[config.mk]
export PLATFORM = sky130hd
export DESIGN_NAME = sync_reg_wr_arbiter
export DESIGN_NICKNAME = d
export VERILOG_FILES = /design/src/rtl/sync_reg_wr_arbiter.sv
export SDC_FILE = /design/constraint.sdc
export NUM_CORES = 1
export LEC_CHECK = 0
export ABC_AREA = 1
export BUFFER_PORTS_ARGS = -buffer_cell sky130_fd_sc_hd__buf_4
export CAP_MARGIN = 30
export CORE_ASPECT_RATIO = 0.8
export CORE_MARGIN = 2
export CORE_UTILIZATION = 52
export CTS_CLUSTER_DIAMETER = 30
export CTS_CLUSTER_SIZE = 16
export DETAILED_ROUTE_END_ITERATION = 6
export GPL_TIMING_DRIVEN = 1
export PLACE_DENSITY = 0.82
export SYNTH_ARGS = -nofsm -noshare
export SYNTH_HDL_FRONTEND = slang
export SYNTH_SLANG_ARGS = --single-unit
[constraint.sdc]
create_clock -name clk -period 2.15 [get_ports clk]
set_input_delay 0.215 -clock clk [delete_from_list [all_inputs] [get_ports clk]]
set_output_delay 0.215 -clock clk [all_outputs]
set_load 0.005 [all_outputs]
[src/rtl/sync_reg_wr_arbiter.sv]
// Round-robin write scheduler for a Sync_Reg CDC register: one word in flight,
// tracked through the read side via a synchronised r_empty; done/timeout reported per owner.
module sync_reg_wr_arbiter #(
  parameter int N_REQ       = 4,
  parameter int SIZE        = 8,
  parameter int TIMEOUT     = 255,
  parameter int SYNC_STAGES = 2
) (
  input  logic                    clk,
  input  logic                    rst,
  input  logic [N_REQ-1:0]        req,
  input  logic [N_REQ*SIZE-1:0]   req_data,
  output logic [N_REQ-1:0]        gnt,
  output logic [N_REQ-1:0]        done,
  output logic                    timeout_err,
  output logic                    busy,
  output logic [SIZE-1:0]         w_data,
  output logic                    w_en,
  input  logic                    r_empty
);

  localparam int TW = $clog2(TIMEOUT + 1);
  localparam int IW = (N_REQ > 1) ? $clog2(N_REQ) : 1;
  localparam logic [TW-1:0] TLAST = TW'(TIMEOUT - 1);

  typedef enum logic [1:0] {IDLE, ISSUE, WAIT_FULL, WAIT_EMPTY} state_t;

  state_t                 state_q, state_d;
  logic [IW-1:0]          ptr_q, ptr_d;
  logic [IW-1:0]          sel_q, sel_d;
  logic [TW-1:0]          timer_q, timer_d;
  logic [SIZE-1:0]        w_data_q, w_data_d;
  logic [N_REQ-1:0]       done_q, done_d;
  logic                   to_q, to_d;
  logic [SYNC_STAGES-1:0] sync_q;
  logic                   empty_s;
  logic                   found;
  logic [IW-1:0]          pick;

  // Resets to "empty" so the first request after reset is not blocked.
  always_ff @(posedge clk or negedge rst) begin
    if (!rst) sync_q <= '1;
    else      sync_q <= {sync_q[SYNC_STAGES-2:0], r_empty};
  end

  assign empty_s = sync_q[SYNC_STAGES-1];

  always_comb begin
    found = 1'b0;
    pick  = '0;
    for (int k = 0; k < N_REQ; k++) begin
      if (!found && req[(int'(ptr_q) + k) % N_REQ]) begin
        found = 1'b1;
        pick  = IW'((int'(ptr_q) + k) % N_REQ);
      end
    end
  end

  always_comb begin
    state_d  = state_q;
    ptr_d    = ptr_q;
    sel_d    = sel_q;
    timer_d  = timer_q;
    w_data_d = w_data_q;
    done_d   = '0;
    to_d     = 1'b0;
    case (state_q)
      IDLE: begin
        if (found && empty_s) begin
          sel_d    = pick;
          w_data_d = req_data[int'(pick)*SIZE +: SIZE];
          state_d  = ISSUE;
        end
      end
      ISSUE: begin
        ptr_d   = (int'(sel_q) == N_REQ - 1) ? '0 : sel_q + 1'b1;
        timer_d = '0;
        state_d = WAIT_FULL;
      end
      WAIT_FULL: begin
        // The awaited level is tested first so it wins over a coincident timeout.
        if (!empty_s) begin
          timer_d = '0;
          state_d = WAIT_EMPTY;
        end else if (timer_q >= TLAST) begin
          to_d    = 1'b1;
          state_d = IDLE;
        end else begin
          timer_d = timer_q + 1'b1;
        end
      end
      WAIT_EMPTY: begin
        if (empty_s) begin
          done_d[sel_q] = 1'b1;
          state_d       = IDLE;
        end else if (timer_q >= TLAST) begin
          to_d    = 1'b1;
          state_d = IDLE;
        end else begin
          timer_d = timer_q + 1'b1;
        end
      end
      default: state_d = IDLE;
    endcase
  end

  always_ff @(posedge clk or negedge rst) begin
    if (!rst) begin
      state_q  <= IDLE;
      ptr_q    <= '0;
      sel_q    <= '0;
      timer_q  <= '0;
      w_data_q <= '0;
      done_q   <= '0;
      to_q     <= 1'b0;
    end else begin
      state_q  <= state_d;
      ptr_q    <= ptr_d;
      sel_q    <= sel_d;
      timer_q  <= timer_d;
      w_data_q <= w_data_d;
      done_q   <= done_d;
      to_q     <= to_d;
    end
  end

  always_comb begin
    gnt = '0;
    if (state_q == ISSUE) gnt[sel_q] = 1'b1;
  end

  assign w_en        = (state_q == ISSUE);
  assign busy        = (state_q != IDLE);
  assign w_data      = w_data_q;
  assign done        = done_q;
  assign timeout_err = to_q;

endmodule

# == Yosys cells after proc, flatten, opt, wreduce, memory -nomap -nowiden ==
# Index checks and enable logic that the tools add are counted.
# word_totals
in_bits,39
ff_bits,29
word_cells,84
# op_classes
mux,38
n_lt_le_gt_ge,7
reduce_logical,16
n_addsub,5
eq_ne,6
n_bitwise,3
shift,1
# op_table
op,n
32-bit by 6-bit indexed part select with 8-bit output,1
8-bit two-way mux,3
8-bit case mux with 3 select lines,1
2-bit two-way mux,9
1-bit two-way mux,15
3-bit by 4-bit less-than comparator with 1-bit output (second input constant),3
4-bit two-way mux,3
8-bit by 1-bit adder with 8-bit output (second input constant),1
1-bit binary-select mux with 2-bit select,4
8-bit greater-or-equal comparator (second input constant),1
2-bit case mux with 4 select lines,1
2-bit by 3-bit less-than comparator with 1-bit output (second input constant),2
2-bit OR reduction,3
1-bit logical AND,5
2-bit by 1-bit adder with 2-bit output (second input constant),2
2-bit adder (second input constant),2
2-bit by 1-bit equality test with 1-bit output (second input constant),2
2-bit equality test (second input constant),2
2-bit != test (second input constant),2
2-bit AND reduction,2
1-bit AND (first input constant),3
1-bit zero test,3
3-bit nonzero test,1
1-bit demux with 2-bit select,1
4 further kinds,4

# == Depth between registers and ports, before layout ==
# logic_depth
depth_word,17
ltp_mapped,15

# == Worst setup path after synthesis ==
# Ideal clock, no wire load.
# synth_timing
path_kind,reg2reg
startpoint,reg ptr_q[0]
endpoint,"reg w_data_q[0], in the netlist w_data[0]"
stages_incl_launch_ff,14
required_ps,2026
arrival_ps,1561
path_buffers,2
slack_ps,464
setup_ps,124
cell_sequence,dfrtp_1 -> buf_6 -> nand2_1 -> nand2_1 -> nand2_2 -> nand2_4 -> nor2_8 -> nand3_4 -> nand2_4 -> nand2_4 -> buf_6 -> or2_0 -> nand3_1 -> nand3_1
# synth_between
elab_chain_len,14
# synth_rtl
item,line,text
"start, declared",29,"logic [IW-1:0] ptr_q, ptr_d;"
"start signal, assigned",118,ptr_q <= ptr_d;
branches (longest 14 deep; another with 2-bit by 1-bit adder with 2-bit output),-,
"end signal, assigned",121,w_data_q <= w_data_d;
"end, declared",32,"logic [SIZE-1:0] w_data_q, w_data_d;"
# Several ways; the timed one is not identified. The select of a mux whose other input is x is not followed.
# A chain may end at the register's enable or synchronous reset.

# == Worst setup path in the final report ==
# layout_timing
startpoint,reg state_q[0]
endpoint,reg timer_q[4]
# layout_between
elab_chain_len,3
# layout_rtl
item,line,text
"start, declared",28,"state_t state_q, state_d;"
"start signal, assigned",117,state_q <= state_d;
2-bit equality test or 2-bit by 1-bit equality test with 1-bit output (tied branches),67,case (state_q)
2-bit != test (no line) or 3-bit nonzero test (tied branches),-,
2-bit AND reduction (no line),-,
"end signal, assigned",120,timer_q <= timer_d;
"end, declared",31,"logic [TW-1:0] timer_q, timer_d;"
# Several ways; a longest one is shown, not always the timed one.

==> flow_metrics.py <==
metrics = {
    "global_routing": {
        "grt_pass1_wl_mm": 7.53,
        "antenna_found_initial": 0,
        "track_usage_pct": 22.1,
        "grt_max_degree": 30,
        "grt-ovfl-total": 0,
        "grt_pass1_vias": 1761,
    },
    "synth": {
        "yosysMostFrequentCell": "nand2_1",
        "synthSimpleGateAreaFrac_pct": 38.2,
        "synth_area_leaders": "dfrtp_1 (32%), nand2_1 (18%), inv_1 (10%)",
        "ys_seq_area_share_pct": 35.0,
        "ys_async_sr_fraction_pct": 100,
        "yosys-top-cells-count": "nand2_1 (102), inv_1 (57), dfrtp_1 (27), nand3_1 (27), nor2_1 (13)",
        "postSynthCellCount": 300,
        "ys_types": 29,
        "synth_xor_area_share_pct": 0.421,
        "synth_top_family_by_area": "simple AND/OR/NAND/NOR gates",
        "ys.flop_type": "dfrtp_1",
        "postSynthAreaPerCell_um2": 6.94,
        "synthMuxAreaShare_pct": 0,
        "synth_compound_area_share_pct": 7.51,
        "synth_area_leader_cell": "dfrtp_1",
        "synth_nets": 350,
        "ys_warn_count": 0,
        "synth_top_area_share_pct": 32.5,
        "synth-edff-count": 0,
        "synth_fa_ha_area_share_pct": 6.61,
        "syn_area_um2": 2080,
        "ys_seq_elements": 29,
    },
    "detailed_routing": {
        "vias_per_cell": 4.79,
        "routedWlPerCell_um": 10.8,
        "drc": 0,
        "postRouteAntennaNets": 0,
        "vias": 2006,
        "first_pass_iters": 5,
        "wirelength_mm": 4.52,
        "drtIter0Drc": 102,
    },
    "die": {
        "die_h_um": 60.6,
        "core_region_area_um2": 3830,
        "row_count": 20,
        "num_io_pins": 58,
        "dieArea_um2": 4530,
        "die_w_um": 74.7,
        "start_util_pct": 54.4,
    },
    "worst_setup_path": {
        "cp_num_buf_inv": 1,
        "crit_chain": "inv_1 -> ha_1 -> nand2_1 -> nand2_1 -> o21ai_1 -> o21ai_0 -> nand2_1 -> o21ai_0",
        "cpMostUsedCell": "nand2_1",
        "path_class": "reg -> reg",
        "crit_required_ps": 2290,
        "critPathSlowestCell": "dfrtp_1",
        "reg2reg_slack_ps": 170,
        "crit_family": "compound AO/OA/AOI/OAI gates",
        "cp-end-kind": "register",
        "startpoint_type": "register",
        "crit_fanout": 8,
        "max_stage_delay_ps": 410,
        "cp.arrival_ps": 2120,
    },
    "power_and_ir_drop": {
        "irDropWorstVdd_uv": 845,
        "internal_power_mw": 1.89,
        "power.total_mw": 3.71,
        "powerDensity_nw_per_um2": 1380,
        "switching_share_pct": 48.9,
        "p_leak_nw": 1.54,
        "power_frac_comb_pct": 63.0,
        "power_switching_mw": 1.81,
        "p_seq_share_pct": 23.7,
        "clkPwrFrac_pct": 13.3,
    },
    "clock_tree": {
        "clk_pin_slew_ps": 60,
        "cts_tree": "done",
        "cts-root-buf": "clkbuf_8",
        "clk_latency_ps": 290,
        "htreeDepth": 2,
        "clk_path_buf_depth": 2,
        "cts.sinks": 29,
        "numCtsBuffers": 5,
    },
    "finish": {
        "drive_above_1_share_pct": 24.7,
        "fin_nets": 413,
        "areaGrowthSynthToFinish_pct": 29.1,
        "ff_latch_area_um2": 729,
        "multi_input_area_um2": 1110,
        "instances_no_fill": 419,
        "fillers": 343,
        "n_antenna_cell": 0,
    },
    "place": {
        "place_congestion": 0.885,
        "hpwl_mm": 3.53,
        "preCtsSetupSlack_ps": 173,
        "post-place-cells": 410,
        "io_buffers": 57,
    },
    "sta": {
        "final-hold-violation-count": 0,
        "worst_clock_skew_ps": 4.34,
        "fin_crit_ps": 1980,
        "setup_viol": 0,
        "relSlewSlack_pct": 65.4,
        "setup_slack_ps": 169,
        "fmax_ghz": 0.505,
        "tightest_slew_ps": 516,
        "slew_viol_final": 0,
        "fin_crit_sh_pct": 92.1,
    },
    "flow_run": {
        "maxCapViolCount": 0,
    },
    "hold_path": {
        "min_path_type": "in -> reg",
    },
    "run_status": {
        "status": "complete, no violations",
    },
}
worst reg2reg max path: stages, from the launching register on:
cell,delay (ps)
dfrtp_1,410
inv_1,100
ha_1,320
nand2_1,100
nand2_1,190
o21ai_1,360
o21ai_0,180
nand2_1,100
o21ai_0,80
sequential cells by signal, summed over array words and instances, names as in the netlist:
| register | cells |
|---|---|
| timer_q | 8 |
| sel_q | 2 |
| state_q | 2 |
| timeout_err | 1 |
| ptr_q | 2 |
| w_data | 8 |
| sync_q | 2 |
| done | 4 |
cell families (layout without fill, tap and decap cells):
group,after synthesis,after routing
flops,29,29
xor+xnor,1,1
fa+ha+maj,11,11
buf+inv,63,127
simple gates,168,168
compound gates,28,28
cell type report:
| cell class | instances | share of cell area (%) |
|---|---|---|
| Clock buffer | 7 | 3.58 |
| Clock inverter | 1 | 0.186 |
| Inverter | 59 | 8.33 |
| Multi-Input combinational cell | 208 | 41.3 |
| Sequential cell | 29 | 27.1 |
| Tap cell | 55 | 2.56 |
| Timing Repair Buffer | 60 | 16.9 |
what timing repair did:
item	in CTS	in global routing
endpoints found under the setup margin	0	4
resized for setup	0	4
setup buffers	0	0
hold buffers	1	0
hold endpoints to repair	27	0
layout by cell type, fill, tap and decap left out, types with 3 or more instances in the layout:
cell type / n
nor2_1: 13
o22ai_1: 6
inv_1: 57
nand3b_1: 4
buf_4: 59
or2_0: 3
ha_1: 11
dfrtp_1: 26
nand3_2: 3
a21oi_1: 8
o21ai_0: 9
nand2_2: 6
nand3_1: 27
clkbuf_8: 7
nand2_1: 102
nand2_4: 4
through the flow:
stage	util (%)	instance area, µm²	setup TNS, ps	hold WS, ps
after floorplan	-	2080	0	-80.6
after global placement	66.8	2560	0	156
after detailed placement	66.8	2560	0	159
after CTS	69.7	2670	0	22.5
after global routing	70.2	2690	-8.92	20.7
final	70.2	2690	0	34.0
layer usage:
| metal | wire length, µm | global-route usage [%] | vias up |
|---|---|---|---|
| met5 | 0 | 0 | - |
| met4 | 56 | 8.16 | 0 |
| met3 | 275 | 6.81 | 4 |
| met2 | 1920 | 33.5 | 72 |
| met1 | 2260 | 30.1 | 878 |
| li1 | - | - | 1052 |
power by group through the flow:
stage	Clock (mW)	Sequential, mW	Combinational (mW)
6_report	0.494	0.879	2.33
5_1_grt	0.528	0.898	2.65
4_1_cts	0.507	0.872	2.28
3_5_place_dp	0	0.877	2.28
3_3_place_gp	0	0.873	2.22
2_1_floorplan	0	0.842	1.78
worst paths after layout:
kind	from	endpoint	cells after the start
min in group asynchronous	rst	done[2]	2
worst max register to register	state_q[0]	timer_q[4]	8
worst min-delay path	r_empty	sync_q[0]	1
max in group asynchronous	rst	sync_q[1]	2
worst min register to register	sync_q[0]	sync_q[1]	0
worst max-delay path	state_q[0]	timer_q[4]	8
(Power assumes the default switching activity.)
